--- src/rtl/lcd_pkg.sv ---
//------------------------------------------------------------------------------
// Module   : lcd_pkg
// Brief    : Shared types, LCD command bytes, template field positions and
//            helper functions for the LCD frame controller.
// Revision : 1.0 - initial release
//------------------------------------------------------------------------------
`default_nettype none

package lcd_pkg;

  // Sequencer states
  typedef enum logic [3:0] {
    ST_PWRUP   = 4'd0,
    ST_INIT    = 4'd1,
    ST_HOME1   = 4'd2,
    ST_FETCH   = 4'd3,
    ST_ROMWAIT = 4'd4,
    ST_CHAR    = 4'd5,
    ST_HOME2   = 4'd6,
    ST_DONE    = 4'd7,
    ST_IDLE    = 4'd8
  } ctrl_state_t;

  // Bus writer phases
  typedef enum logic [2:0] {
    WR_IDLE   = 3'd0,
    WR_SETUP  = 3'd1,
    WR_STROBE = 3'd2,
    WR_HOLD   = 3'd3,
    WR_WAIT   = 3'd4
  } wr_state_t;

  // HD44780 commands
  localparam logic [7:0] CMD_FUNC_SET = 8'h38;
  localparam logic [7:0] CMD_DISP_ON  = 8'h0C;
  localparam logic [7:0] CMD_CLEAR    = 8'h01;
  localparam logic [7:0] CMD_ENTRY    = 8'h06;
  localparam logic [7:0] CMD_LINE1    = 8'h80;
  localparam logic [7:0] CMD_LINE2    = 8'hC0;

  // Template character positions that carry live values
  localparam logic [4:0] IDX_ADDR_TENS = 5'd4;
  localparam logic [4:0] IDX_ADDR_ONES = 5'd5;
  localparam logic [4:0] IDX_RW        = 5'd14;
  localparam logic [4:0] IDX_DIN_HI    = 5'd20;
  localparam logic [4:0] IDX_DIN_LO    = 5'd21;
  localparam logic [4:0] IDX_DMEM_HI   = 5'd29;
  localparam logic [4:0] IDX_DMEM_LO   = 5'd30;
  localparam logic [4:0] IDX_LINE1_END = 5'd15;
  localparam logic [4:0] IDX_LAST      = 5'd31;

  // Uppercase hex digit for a nibble
  function automatic logic [7:0] nibble_to_ascii(input logic [3:0] i_nib);
    if (i_nib < 4'd10) return 8'h30 + {4'h0, i_nib};
    else               return 8'h37 + {4'h0, i_nib};
  endfunction

  // Initialisation command by position in the init sequence
  function automatic logic [7:0] init_cmd(input logic [1:0] i_pos);
    case (i_pos)
      2'd0:    return CMD_FUNC_SET;
      2'd1:    return CMD_DISP_ON;
      2'd2:    return CMD_CLEAR;
      default: return CMD_ENTRY;
    endcase
  endfunction

endpackage

`default_nettype wire

--- src/rtl/lcd_bus_writer.sv ---
//------------------------------------------------------------------------------
// Module   : lcd_bus_writer
// Brief    : One LCD bus write: SETUP (1) / STROBE (EN_PULSE_CYC) / HOLD (1) /
//            WAIT (CMD_WAIT_CYC or CLEAR_WAIT_CYC). o_done marks the last
//            WAIT cycle so a new write can start with no bubble.
// Revision : 1.0 - initial release
//------------------------------------------------------------------------------
`default_nettype none

module lcd_bus_writer
  import lcd_pkg::*;
#(
  parameter int EN_PULSE_CYC   = 50,
  parameter int CMD_WAIT_CYC   = 2500,
  parameter int CLEAR_WAIT_CYC = 100_000
) (
  input  logic       clock,
  input  logic       reset_n,
  input  logic       i_start,
  input  logic [7:0] i_byte,
  input  logic       i_rs,
  input  logic       i_long_wait,
  output logic [7:0] o_lcd_data,
  output logic       o_lcd_rs,
  output logic       o_lcd_en,
  output logic       o_done
);

  localparam int C_MAX_A = (CLEAR_WAIT_CYC > CMD_WAIT_CYC) ? CLEAR_WAIT_CYC : CMD_WAIT_CYC;
  localparam int C_MAX   = (C_MAX_A > EN_PULSE_CYC) ? C_MAX_A : EN_PULSE_CYC;
  localparam int CW      = $clog2(C_MAX + 1);

  localparam logic [CW-1:0] C_EN_LAST  = CW'(EN_PULSE_CYC - 1);
  localparam logic [CW-1:0] C_CMD_LAST = CW'(CMD_WAIT_CYC - 1);
  localparam logic [CW-1:0] C_CLR_LAST = CW'(CLEAR_WAIT_CYC - 1);

  wr_state_t     r_state;
  wr_state_t     w_next;
  logic [CW-1:0] r_cnt;
  logic [CW-1:0] w_wait_last;
  logic [7:0]    r_data;
  logic          r_rs;
  logic          r_long;
  logic          r_en;
  logic          w_done;

  assign w_wait_last = r_long ? C_CLR_LAST : C_CMD_LAST;

  // Phase sequencing; a start always (re)enters SETUP
  always_comb begin
    w_next = r_state;
    w_done = 1'b0;
    case (r_state)
      WR_SETUP:  w_next = WR_STROBE;
      WR_STROBE: if (r_cnt == C_EN_LAST) w_next = WR_HOLD;
      WR_HOLD:   w_next = WR_WAIT;
      WR_WAIT: begin
        if (r_cnt == w_wait_last) begin
          w_done = 1'b1;
          w_next = WR_IDLE;
        end
      end
      default:   w_next = WR_IDLE;
    endcase
    if (i_start) w_next = WR_SETUP;
  end

  // Phase register
  always_ff @(posedge clock or negedge reset_n) begin
    if (!reset_n) r_state <= WR_IDLE;
    else          r_state <= w_next;
  end

  // Cycle counter, restarted on every phase change
  always_ff @(posedge clock or negedge reset_n) begin
    if (!reset_n)                                    r_cnt <= '0;
    else if ((w_next != r_state) || (r_state == WR_IDLE)) r_cnt <= '0;
    else                                             r_cnt <= r_cnt + CW'(1);
  end

  // Byte, RS and wait length are held from SETUP until the next start
  always_ff @(posedge clock or negedge reset_n) begin
    if (!reset_n) begin
      r_data <= 8'h00;
      r_rs   <= 1'b0;
      r_long <= 1'b0;
    end else if (i_start) begin
      r_data <= i_byte;
      r_rs   <= i_rs;
      r_long <= i_long_wait;
    end
  end

  // Registered enable strobe; async reset drops it immediately
  always_ff @(posedge clock or negedge reset_n) begin
    if (!reset_n) r_en <= 1'b0;
    else          r_en <= (w_next == WR_STROBE);
  end

  assign o_lcd_data = r_data;
  assign o_lcd_rs   = r_rs;
  assign o_lcd_en   = r_en;
  assign o_done     = w_done;

endmodule

`default_nettype wire

--- src/rtl/lcd_frame_ctrl.sv ---
//------------------------------------------------------------------------------
// Module   : lcd_frame_ctrl
// Brief    : 16x2 HD44780 sequencer (8-bit mode). Power-up wait, init
//            commands, then frames of 32 template characters with live
//            address / mode / keypad / memory fields substituted.
// Config   : LCD_AUTO_REFRESH_EN - when defined, frames run back-to-back with
//            a single IDLE cycle between them and refresh is ignored.
// Revision : 1.0 - initial release
//------------------------------------------------------------------------------
`default_nettype none

module lcd_frame_ctrl
  import lcd_pkg::*;
#(
  parameter int POWERUP_WAIT_CYC = 1_000_000,
  parameter int EN_PULSE_CYC     = 50,
  parameter int CMD_WAIT_CYC     = 2500,
  parameter int CLEAR_WAIT_CYC   = 100_000
) (
  input  logic       clock,
  input  logic       reset_n,
  input  logic       refresh,
  input  logic [4:0] addr_in,
  input  logic       rw_in,
  input  logic [7:0] data_in,
  input  logic [7:0] data_mem,
  output logic [4:0] rom_addr,
  input  logic [7:0] rom_data,
  output logic [7:0] lcd_data,
  output logic       lcd_rs,
  output logic       lcd_rw,
  output logic       lcd_en,
  output logic       busy,
  output logic       frame_done
);

  localparam int            PW        = $clog2(POWERUP_WAIT_CYC + 1);
  localparam logic [PW-1:0] C_PW_LAST = PW'(POWERUP_WAIT_CYC - 1);

  ctrl_state_t   r_state;
  ctrl_state_t   w_next;
  logic [PW-1:0] r_pw_cnt;
  logic [1:0]    r_init_idx;
  logic [4:0]    r_idx;
  logic [4:0]    w_idx_nxt;
  logic [4:0]    r_rom_addr;
  logic [4:0]    r_addr;
  logic          r_rw;
  logic [7:0]    r_din;
  logic [7:0]    r_dmem;
  logic          w_start;
  logic [7:0]    w_byte;
  logic          w_rs;
  logic          w_long;
  logic          w_wr_done;
  logic          w_trigger;
  logic [3:0]    w_tens;
  logic [3:0]    w_ones;
  logic [7:0]    w_char;

`ifdef LCD_AUTO_REFRESH_EN
  logic w_refresh_unused;
  assign w_refresh_unused = refresh;
  assign w_trigger        = 1'b1;
`else
  assign w_trigger = refresh;
`endif

  // Decimal split of the captured address (0..31)
  always_comb begin
    w_tens = 4'd0;
    w_ones = 4'(r_addr);
    if (r_addr >= 5'd30) begin
      w_tens = 4'd3;
      w_ones = 4'(r_addr - 5'd30);
    end else if (r_addr >= 5'd20) begin
      w_tens = 4'd2;
      w_ones = 4'(r_addr - 5'd20);
    end else if (r_addr >= 5'd10) begin
      w_tens = 4'd1;
      w_ones = 4'(r_addr - 5'd10);
    end
  end

  // Character to display: template byte or a live field
  always_comb begin
    w_char = rom_data;
    case (r_idx)
      IDX_ADDR_TENS: w_char = 8'h30 + {4'h0, w_tens};
      IDX_ADDR_ONES: w_char = 8'h30 + {4'h0, w_ones};
      IDX_RW:        w_char = r_rw ? 8'h57 : 8'h52;
      IDX_DIN_HI:    w_char = nibble_to_ascii(r_din[7:4]);
      IDX_DIN_LO:    w_char = nibble_to_ascii(r_din[3:0]);
      IDX_DMEM_HI:   w_char = nibble_to_ascii(r_dmem[7:4]);
      IDX_DMEM_LO:   w_char = nibble_to_ascii(r_dmem[3:0]);
      default:       w_char = rom_data;
    endcase
  end

  // Next state and writer requests; a write is launched on the edge that
  // enters the state owning it, so the writer never idles between writes
  always_comb begin
    w_next  = r_state;
    w_start = 1'b0;
    w_byte  = 8'h00;
    w_rs    = 1'b0;
    case (r_state)
      ST_PWRUP: begin
        if (r_pw_cnt == C_PW_LAST) begin
          w_next  = ST_INIT;
          w_start = 1'b1;
          w_byte  = CMD_FUNC_SET;
        end
      end
      ST_INIT: begin
        if (w_wr_done) begin
          w_start = 1'b1;
          if (r_init_idx == 2'd3) begin
            w_next = ST_HOME1;
            w_byte = CMD_LINE1;
          end else begin
            w_byte = init_cmd(r_init_idx + 2'd1);
          end
        end
      end
      ST_HOME1, ST_HOME2: begin
        if (w_wr_done) w_next = ST_FETCH;
      end
      ST_FETCH: w_next = ST_ROMWAIT;
      ST_ROMWAIT: begin
        w_next  = ST_CHAR;
        w_start = 1'b1;
        w_rs    = 1'b1;
        w_byte  = w_char;
      end
      ST_CHAR: begin
        if (w_wr_done) begin
          if (r_idx == IDX_LINE1_END) begin
            w_next  = ST_HOME2;
            w_start = 1'b1;
            w_byte  = CMD_LINE2;
          end else if (r_idx == IDX_LAST) begin
            w_next = ST_DONE;
          end else begin
            w_next = ST_FETCH;
          end
        end
      end
      ST_DONE: w_next = ST_IDLE;
      ST_IDLE: begin
        if (w_trigger) begin
          w_next  = ST_HOME1;
          w_start = 1'b1;
          w_byte  = CMD_LINE1;
        end
      end
      default: w_next = ST_PWRUP;
    endcase
  end

  assign w_long = !w_rs && (w_byte == CMD_CLEAR);

  // Character index: cleared for a new frame, advanced after each character
  always_comb begin
    w_idx_nxt = r_idx;
    if (w_next == ST_HOME1)
      w_idx_nxt = 5'd0;
    else if ((r_state == ST_CHAR) && w_wr_done && (r_idx != IDX_LAST))
      w_idx_nxt = r_idx + 5'd1;
  end

  // State register
  always_ff @(posedge clock or negedge reset_n) begin
    if (!reset_n) r_state <= ST_PWRUP;
    else          r_state <= w_next;
  end

  // Power-up delay counter
  always_ff @(posedge clock or negedge reset_n) begin
    if (!reset_n)                   r_pw_cnt <= '0;
    else if (r_state == ST_PWRUP)   r_pw_cnt <= r_pw_cnt + PW'(1);
  end

  // Position within the init command list
  always_ff @(posedge clock or negedge reset_n) begin
    if (!reset_n)
      r_init_idx <= 2'd0;
    else if ((r_state == ST_INIT) && w_wr_done && (r_init_idx != 2'd3))
      r_init_idx <= r_init_idx + 2'd1;
  end

  // Character index and ROM address (address presented during FETCH)
  always_ff @(posedge clock or negedge reset_n) begin
    if (!reset_n) begin
      r_idx      <= 5'd0;
      r_rom_addr <= 5'd0;
    end else begin
      r_idx <= w_idx_nxt;
      if (w_next == ST_FETCH) r_rom_addr <= w_idx_nxt;
    end
  end

  // Live-field snapshot taken once per frame, on entry to HOME1
  always_ff @(posedge clock or negedge reset_n) begin
    if (!reset_n) begin
      r_addr <= 5'd0;
      r_rw   <= 1'b0;
      r_din  <= 8'h00;
      r_dmem <= 8'h00;
    end else if ((r_state != ST_HOME1) && (w_next == ST_HOME1)) begin
      r_addr <= addr_in;
      r_rw   <= rw_in;
      r_din  <= data_in;
      r_dmem <= data_mem;
    end
  end

  lcd_bus_writer #(
    .EN_PULSE_CYC   (EN_PULSE_CYC),
    .CMD_WAIT_CYC   (CMD_WAIT_CYC),
    .CLEAR_WAIT_CYC (CLEAR_WAIT_CYC)
  ) u_writer (
    .clock       (clock),
    .reset_n     (reset_n),
    .i_start     (w_start),
    .i_byte      (w_byte),
    .i_rs        (w_rs),
    .i_long_wait (w_long),
    .o_lcd_data  (lcd_data),
    .o_lcd_rs    (lcd_rs),
    .o_lcd_en    (lcd_en),
    .o_done      (w_wr_done)
  );

  assign rom_addr   = r_rom_addr;
  assign lcd_rw     = 1'b0;
  assign busy       = (r_state != ST_DONE) && (r_state != ST_IDLE);
  assign frame_done = (r_state == ST_DONE);

endmodule

`default_nettype wire

--- config.mk ---
export PLATFORM = sky130hd
export DESIGN_NAME = lcd_frame_ctrl
export DESIGN_NICKNAME = d
export VERILOG_FILES = /design/src/rtl/lcd_pkg.sv /design/src/rtl/lcd_bus_writer.sv /design/src/rtl/lcd_frame_ctrl.sv
export SDC_FILE = /design/constraint.sdc
export NUM_CORES = 1
export LEC_CHECK = 0
export BUFFER_PORTS_ARGS = -buffer_cell sky130_fd_sc_hd__buf_4
export CORE_ASPECT_RATIO = 1.1
export CORE_MARGIN = 2
export CORE_UTILIZATION = 50
export DETAILED_ROUTE_END_ITERATION = 16
export PLACE_DENSITY_LB_ADDON = 0.2
export SYNTH_ARGS = -nofsm -noshare
export SYNTH_HDL_FRONTEND = slang
export SYNTH_SLANG_ARGS = --single-unit
--- constraint.sdc ---
create_clock -name clock -period 2.7 [get_ports clock]
set_input_delay 0.135 -clock clock [delete_from_list [all_inputs] [get_ports clock]]
set_output_delay 0.135 -clock clock [all_outputs]
set_load 0.01 [all_outputs]
# Yosys cells after proc, flatten, opt, wreduce, memory -nomap -nowiden
# Cells that the tools add are included.
# W data, S select, Z words.
dict set report totals {
  reg_bits 89
  in_bits 33
  output_inout_bits 18
  word_cells 135
}
dict set report op_classes {
  addsub 17
  reduce_logical 13
  magnitude_cmp 7
  eq_ne 37
  muxes 46
}
# cell n
set ops {}
lappend ops {{$add A6 B4 Y7 const A} 10}
lappend ops {{$pmux W8 S7} 1}
lappend ops {{$mux W4} 11}
lappend ops {{$mux W8} 5}
lappend ops {{$pmux W8 S5} 1}
lappend ops {{$mux W17} 2}
lappend ops {{$pmux W4 S8} 1}
lappend ops {{$mux W7} 4}
lappend ops {{$eq A5 B5 Y1 const B} 5}
lappend ops {{$add A20 B1 Y20 const B} 1}
lappend ops {{$eq A20 B20 Y1 const B} 1}
lappend ops {{$mux W3} 6}
lappend ops {{$pmux W6 S3} 1}
lappend ops {{$add A17 B1 Y17 const B} 1}
lappend ops {{$eq A17 B17 Y1} 1}
lappend ops {{$eq A17 B6 Y1 const B} 1}
lappend ops {{$eq A4 B2 Y1 const B} 4}
lappend ops {{$eq A4 B3 Y1 const B} 4}
lappend ops {{$lt A4 B4 Y1 const B} 4}
lappend ops {{$pmux W3 S4} 1}
lappend ops {{$eq A5 B3 Y1 const B} 2}
lappend ops {{$eq A5 B4 Y1 const B} 2}
lappend ops {{$ge A5 B5 Y1 const B} 2}
lappend ops {{$mux W5} 2}
lappend ops {{other kinds (29)} 47}

# Logic depth before layout (Yosys ltp)
dict set report depth {
  word_depth 10
  ltp_mapped 12
  mapped_depth_nobuf 10
}

# Modules after synthesis
# A second synthesis with hierarchy kept.
dict set report hier_totals {
  hier_cells 549
  area_unflattened_um2 5361.4
}
# module area_per_inst_um2 seq_area_each_um2 instances cells_per_inst
set modules_own_cells {}
lappend modules_own_cells {lcd_frame_ctrl 3792.4 1451.4 1 407}
lappend modules_own_cells {lcd_bus_writer 1569.0 775.7 1 142}

# Worst setup path after synthesis
# OpenSTA, ideal clock, no wires.
dict set report synth_path {
  path_kind {register to register}
  startpoint {register r_idx[3]}
  endpoint {register u_writer.r_cnt[10]}
  stages_incl_launch_ff 13
  period_less_slack_ns 2.648
  required_time_ns 2.631
  setup_slack_ns 0.052
  setup_ns 0.069
  t_arrival_ns 2.579
  path_buffers 3
  cell_sequence {dfrtp_1 > clkbuf_1 > and3_1 > ha_1 > inv_1 > nor3_1 > nor2_1 > o211a_2 > or4b_1 > and3_1 > buf_6 > buf_12 > nor2_4}
}
dict set report synth_via {
  elab_chain_len 8
}
# element line_no
set synth_rtl {}
lappend synth_rtl {{from (decl)} lcd_frame_ctrl.sv:44} ;# logic [4:0] r_idx;
lappend synth_rtl {{from (signal assigned)} lcd_frame_ctrl.sv:198} ;# r_idx <= w_idx_nxt;
lappend synth_rtl {{$eq A5 B4 Y1} lcd_frame_ctrl.sv:138} ;# if (r_idx == IDX_LINE1_END) begin
lappend synth_rtl {{$mux W1} lcd_frame_ctrl.sv:138}
lappend synth_rtl {{$mux W1} lcd_frame_ctrl.sv:137} ;# if (w_wr_done) begin
lappend synth_rtl {{$pmux W1 S5} lcd_frame_ctrl.sv:107} ;# case (r_state)
lappend synth_rtl {{$mux W3} lcd_bus_writer.sv:65} ;# if (i_start) w_next = WR_SETUP;
lappend synth_rtl {{$ne A3 B3 Y1} lcd_bus_writer.sv:77} ;# else if ((w_next != r_state) || (r_state == WR_IDLE)) r_cnt <= '0;
lappend synth_rtl {{$logic_or A1 B1 Y1} lcd_bus_writer.sv:77}
lappend synth_rtl {{$mux W17} lcd_bus_writer.sv:77}
lappend synth_rtl {{to (signal assigned)} lcd_bus_writer.sv:78} ;# else r_cnt <= r_cnt + CW'(1);
lappend synth_rtl {{to (decl)} lcd_bus_writer.sv:39} ;# logic [CW-1:0] r_cnt;
# Every way passes these cells.
# A chain may end at the register's enable or synchronous reset.

# Worst setup path in the final report
dict set report layout_path {
  startpoint {register r_idx[0]}
  endpoint {register u_writer.r_cnt[3]}
}
# Same word-level chain as after synthesis.

==> flow_summary.rst <==
.. list-table::
   :header-rows: 1

   * - Metric
     - Value
   * - Library cell contributing the largest single delay on the critical path
     - sky130_fd_sc_hd__or4b_1
   * - Post-route insts no fill
     - 746
   * - Length of routed met3 wiring
     - 503 µm
   * - H-tree depth
     - 3
   * - Startpoint of the lowest-slack hold path
     - data_in[2]
   * - Clock insertion delay at the later pin of the skew report
     - 350 ps
   * - Worst-path fanout max
     - 17
   * - Most common cell after layout, fill and taps aside
     - sky130_fd_sc_hd__dfrtp_1
   * - Number of synthesized flops with an enable pin
     - 0
   * - Share of Yosys cell area claimed by the top area cell type
     - 0.422
   * - Metal-1 WL
     - 5.28 mm
   * - Clock-pin slew of the registers on the worst-case setup and hold paths
     - 70 ps
   * - Detailed-route wire length per cell
     - 15.7 µm
   * - Number of register bits inferred by synthesis
     - 89
   * - Endpoint of the worst hold path
     - r_din[2]
   * - Worst clock skew on the final layout
     - 9.23 ps
   * - Final Hold Violating Endpoints
     - 0
   * - Slew margin rel.
     - 0.253
   * - CTS sink count
     - 89
   * - Startpoint type of the worst setup path
     - flip-flop
   * - Number of DRC markers after the initial detailed-route iteration
     - 194
   * - Kind of capture point of the worst setup path
     - flip-flop
   * - Via/cell ratio
     - 5.60
   * - Sum of negative setup slack
     - 0 ps
   * - Maximum clock frequency
     - 0.386 GHz
   * - Power, Total
     - 2.84 mW
   * - Cell area after placement
     - 5920 µm²
   * - VDD IR max
     - 0.245 mV
   * - Leading cell types in the layout, fill and taps excluded
     - sky130_fd_sc_hd__dfrtp_1 (88), sky130_fd_sc_hd__buf_4 (74), sky130_fd_sc_hd__nand2_1 (44), sky130_fd_sc_hd__nor2_1 (29), sky130_fd_sc_hd__xnor2_1 (29)
   * - Number of library cell types mapped by synthesis
     - 64
   * - Net count of the mapped netlist
     - 585
   * - Number of buffers created by CTS
     - 9
   * - Die area
     - 11400 µm²
   * - Number of routed nets with antenna violations
     - 0
   * - Reg2Reg Setup Slack
     - 110 ps
   * - Post-detailed-route DRC marker count
     - 0
   * - Antenna violations before repair
     - 0
   * - Worst-path cell chain
     - ha_1, and3_1, ha_2, inv_1, nor3_2, nor2_1, o211a_2, or4b_1, and3_1, buf_12, nor2_1
   * - Crit-path leading delay family
     - simple AND/OR/NAND/NOR gates
   * - Die span in x
     - 102 µm
   * - First-pass GRT wire length
     - 19.8 mm
   * - Minimum hold slack
     - 18.7 ps
   * - Global placement routability congestion
     - 0.901
   * - Leftover overflow at the end of global routing
     - 0
   * - Initial core utilization
     - 0.510
   * - Detailed placer's ending HPWL
     - 8.70 mm
   * - Number of detailed-routing iterations run before antenna repair
     - 5
   * - Area of the core
     - 10300 µm²
   * - Post-synthesis sequential area ratio
     - 0.422
   * - R2R Path End
     - u_writer.r_cnt[3]
   * - Number of cells traversed by the worst hold path
     - 2
   * - Antenna diode count
     - 0
   * - IO Count
     - 51
   * - Number of buffers between clock root and the deepest sink
     - 2
   * - Slowest stage delay, CP
     - 450 ps
   * - Area growth syn-to-layout
     - 19.6%
   * - Leakage dissipation
     - 2.87 nW
   * - Metal2 WL
     - 5.75 mm
   * - Total via count after detailed routing
     - 4180
   * - Final worst path period need
     - 2590 ps
   * - Total power density per cell area
     - 450 nW/µm²
   * - Row cnt
     - 39
   * - Pins Over Slew Limit
     - 0
   * - Cell taking the most area after synthesis
     - sky130_fd_sc_hd__dfrtp_1
   * - Height of the die
     - 112 µm
   * - Start-to-end type of the worst setup path
     - flip-flop to flip-flop
   * - Fraction of layout cells with a size suffix above 1
     - 0.240
   * - Post-CTS setup-driven buffer insertion count
     - 0
   * - Via count of the first global-routing pass
     - 4152
   * - Number of instances in the synthesized netlist
     - 529
   * - Synthesized area per cell
     - 9.97 µm²
   * - Leading cell types by total area after synthesis
     - sky130_fd_sc_hd__dfrtp_1 (42%), sky130_fd_sc_hd__ha_1 (5.5%), sky130_fd_sc_hd__mux2_2 (5.3%)
   * - Root Buffer
     - sky130_fd_sc_hd__clkbuf_16
   * - Number of setup violations in the final report
     - 0
   * - Cell count of the worst reg-to-reg path
     - 11
   * - Run status
     - completed
   * - Number of input and output port buffers inserted
     - 49
   * - Largest net degree at the start of global routing
     - 40
   * - TritonCTS clock tree
     - done
   * - Max cap viols
     - 0
   * - Setup Slack @ Placement
     - -76.1 ps
   * - Aggregate global-route resource usage
     - 0.217
   * - Number of placed instances with taps included
     - 729
   * - Measured slew at the worst slew-check pin
     - 1120 ps
   * - Area of the mapped netlist
     - 5270 µm²
   * - Prevailing post-synth register cell
     - sky130_fd_sc_hd__dfrtp_1
   * - Wirelength, routed
     - 11.7 mm
   * - R2R Path Start
     - r_idx[0]
   * - Util after Layout
     - 0.610
   * - Worst EP required
     - 2970 ps
   * - Final nets
     - 654
   * - Total of warnings raised by yosys
     - 0
   * - Final design area excluding fillers
     - 6310 µm²
   * - Type of the tightest min-delay check
     - input pin to flip-flop
   * - Worst path arrival time
     - 2860 ps
   * - Ratio of final minimum period to clock period
     - 0.960
   * - Buf+Inv Stages, Crit Path
     - 2
   * - Async set-reset flop share out of synthesis
     - 1.00
   * - Highest metal used
     - met4
   * - Crit path setup slack, layout
     - 109 ps
-- state kept, by name, summed over array words and instances, names as in the netlist, 2 cells and up --
register,flops
r_addr,5
r_din,8
r_dmem,8
r_idx,5
r_init_idx,2
r_pw_cnt,20
r_state,4
rom_addr,5
u_writer.o_lcd_data,8
u_writer.r_cnt,17
u_writer.r_state,3
-- routing by layer --
layer  vias up  track usage
met1      2037        0.302
met4         0       0.0596
met5         -            0
li1       2022            -
met2       101        0.348
met3        20       0.0395
-- where the power goes --
group	total [mW]	internal, mW	switching (mW)
registers	1.33	1.33	0
clock network	1.44	0.904	0.532
logic	0.0672	0.0326	0.0346
-- cell type report --
| type | instances | area [µm²] |
|---|---|---|
| repair buffers | 76 | 586 |
| flip-flops and latches | 89 | 2230 |
| clock inverters | 7 | 119 |
| clock buffers | 9 | 225 |
| fillers | 891 | 4040 |
| well taps | 143 | 179 |
| multi-input cells | 395 | 2870 |
| inverters | 27 | 101 |
-- cells by family after synthesis --
family,share of synthesized area
compound gates,0.116
xor+xnor,0.0764
buf+inv,0.0401
fa+ha+maj,0.0546
other cells,0.000711
simple gates,0.227
mux,0.0629
flops,0.422
-- repair_timing --
item                       4_1_cts  5_1_grt
resized for setup                1        7
hold endpoints to repair        37        0
hold buffers                     1        0
pin swaps                        0        0
setup endpoints to repair        3       20
-- worst reg2reg max path: cells and delay by family, from the launching register on --
family	cells	cell delay (ps)
adder cells (fa/ha/maj)	2	370
buffers and inverters	2	240
AND/OR/NAND/NOR	6	1230
AO/OA/AOI/OAI	1	260
flip-flops	1	420
-- how the worst max path moves through the flow --
stage	startpoint	depth (start not counted)	to	slack, ps
2_1_floorplan	r_idx[3]	12	u_writer.r_cnt[10]	50
3_3_place_gp	r_idx[1]	8	u_writer.r_long	-80
3_5_place_dp	r_idx[1]	8	u_writer.r_long	-80
4_1_cts	r_idx[1]	9	u_writer.r_long	40
5_1_grt	r_idx[1]	11	u_writer.r_cnt[3]	-30
6_report	r_idx[0]	11	u_writer.r_cnt[3]	110
-- cells in the mapped netlist (3+ instances only) --
cell,n
sky130_fd_sc_hd__dfrtp_1,89
sky130_fd_sc_hd__nand2_1,44
sky130_fd_sc_hd__nor2_1,31
sky130_fd_sc_hd__xnor2_1,29
sky130_fd_sc_hd__inv_1,27
sky130_fd_sc_hd__mux2_2,25
sky130_fd_sc_hd__o21ai_0,24
sky130_fd_sc_hd__ha_1,23
sky130_fd_sc_hd__nand3_1,21
sky130_fd_sc_hd__a21oi_1,19
sky130_fd_sc_hd__xor2_1,17
sky130_fd_sc_hd__and3_1,15
sky130_fd_sc_hd__clkbuf_1,12
sky130_fd_sc_hd__nand4_1,9
sky130_fd_sc_hd__nor3_1,9
sky130_fd_sc_hd__o211ai_1,9
sky130_fd_sc_hd__nor2_4,8
sky130_fd_sc_hd__nor2b_1,8
sky130_fd_sc_hd__a211oi_1,7
sky130_fd_sc_hd__and2_1,6
sky130_fd_sc_hd__and4b_1,6
sky130_fd_sc_hd__o22ai_1,6
sky130_fd_sc_hd__mux2i_1,5
sky130_fd_sc_hd__nor3b_1,5
sky130_fd_sc_hd__nor4_1,5
sky130_fd_sc_hd__nor4b_1,5
sky130_fd_sc_hd__a21o_1,4
sky130_fd_sc_hd__and4_1,4
sky130_fd_sc_hd__nand3b_1,4
sky130_fd_sc_hd__buf_4,3
sky130_fd_sc_hd__nand2b_1,3
sky130_fd_sc_hd__nor4bb_1,3
sky130_fd_sc_hd__o21a_1,3
Note: power is estimated with default switching activity, not from simulation.
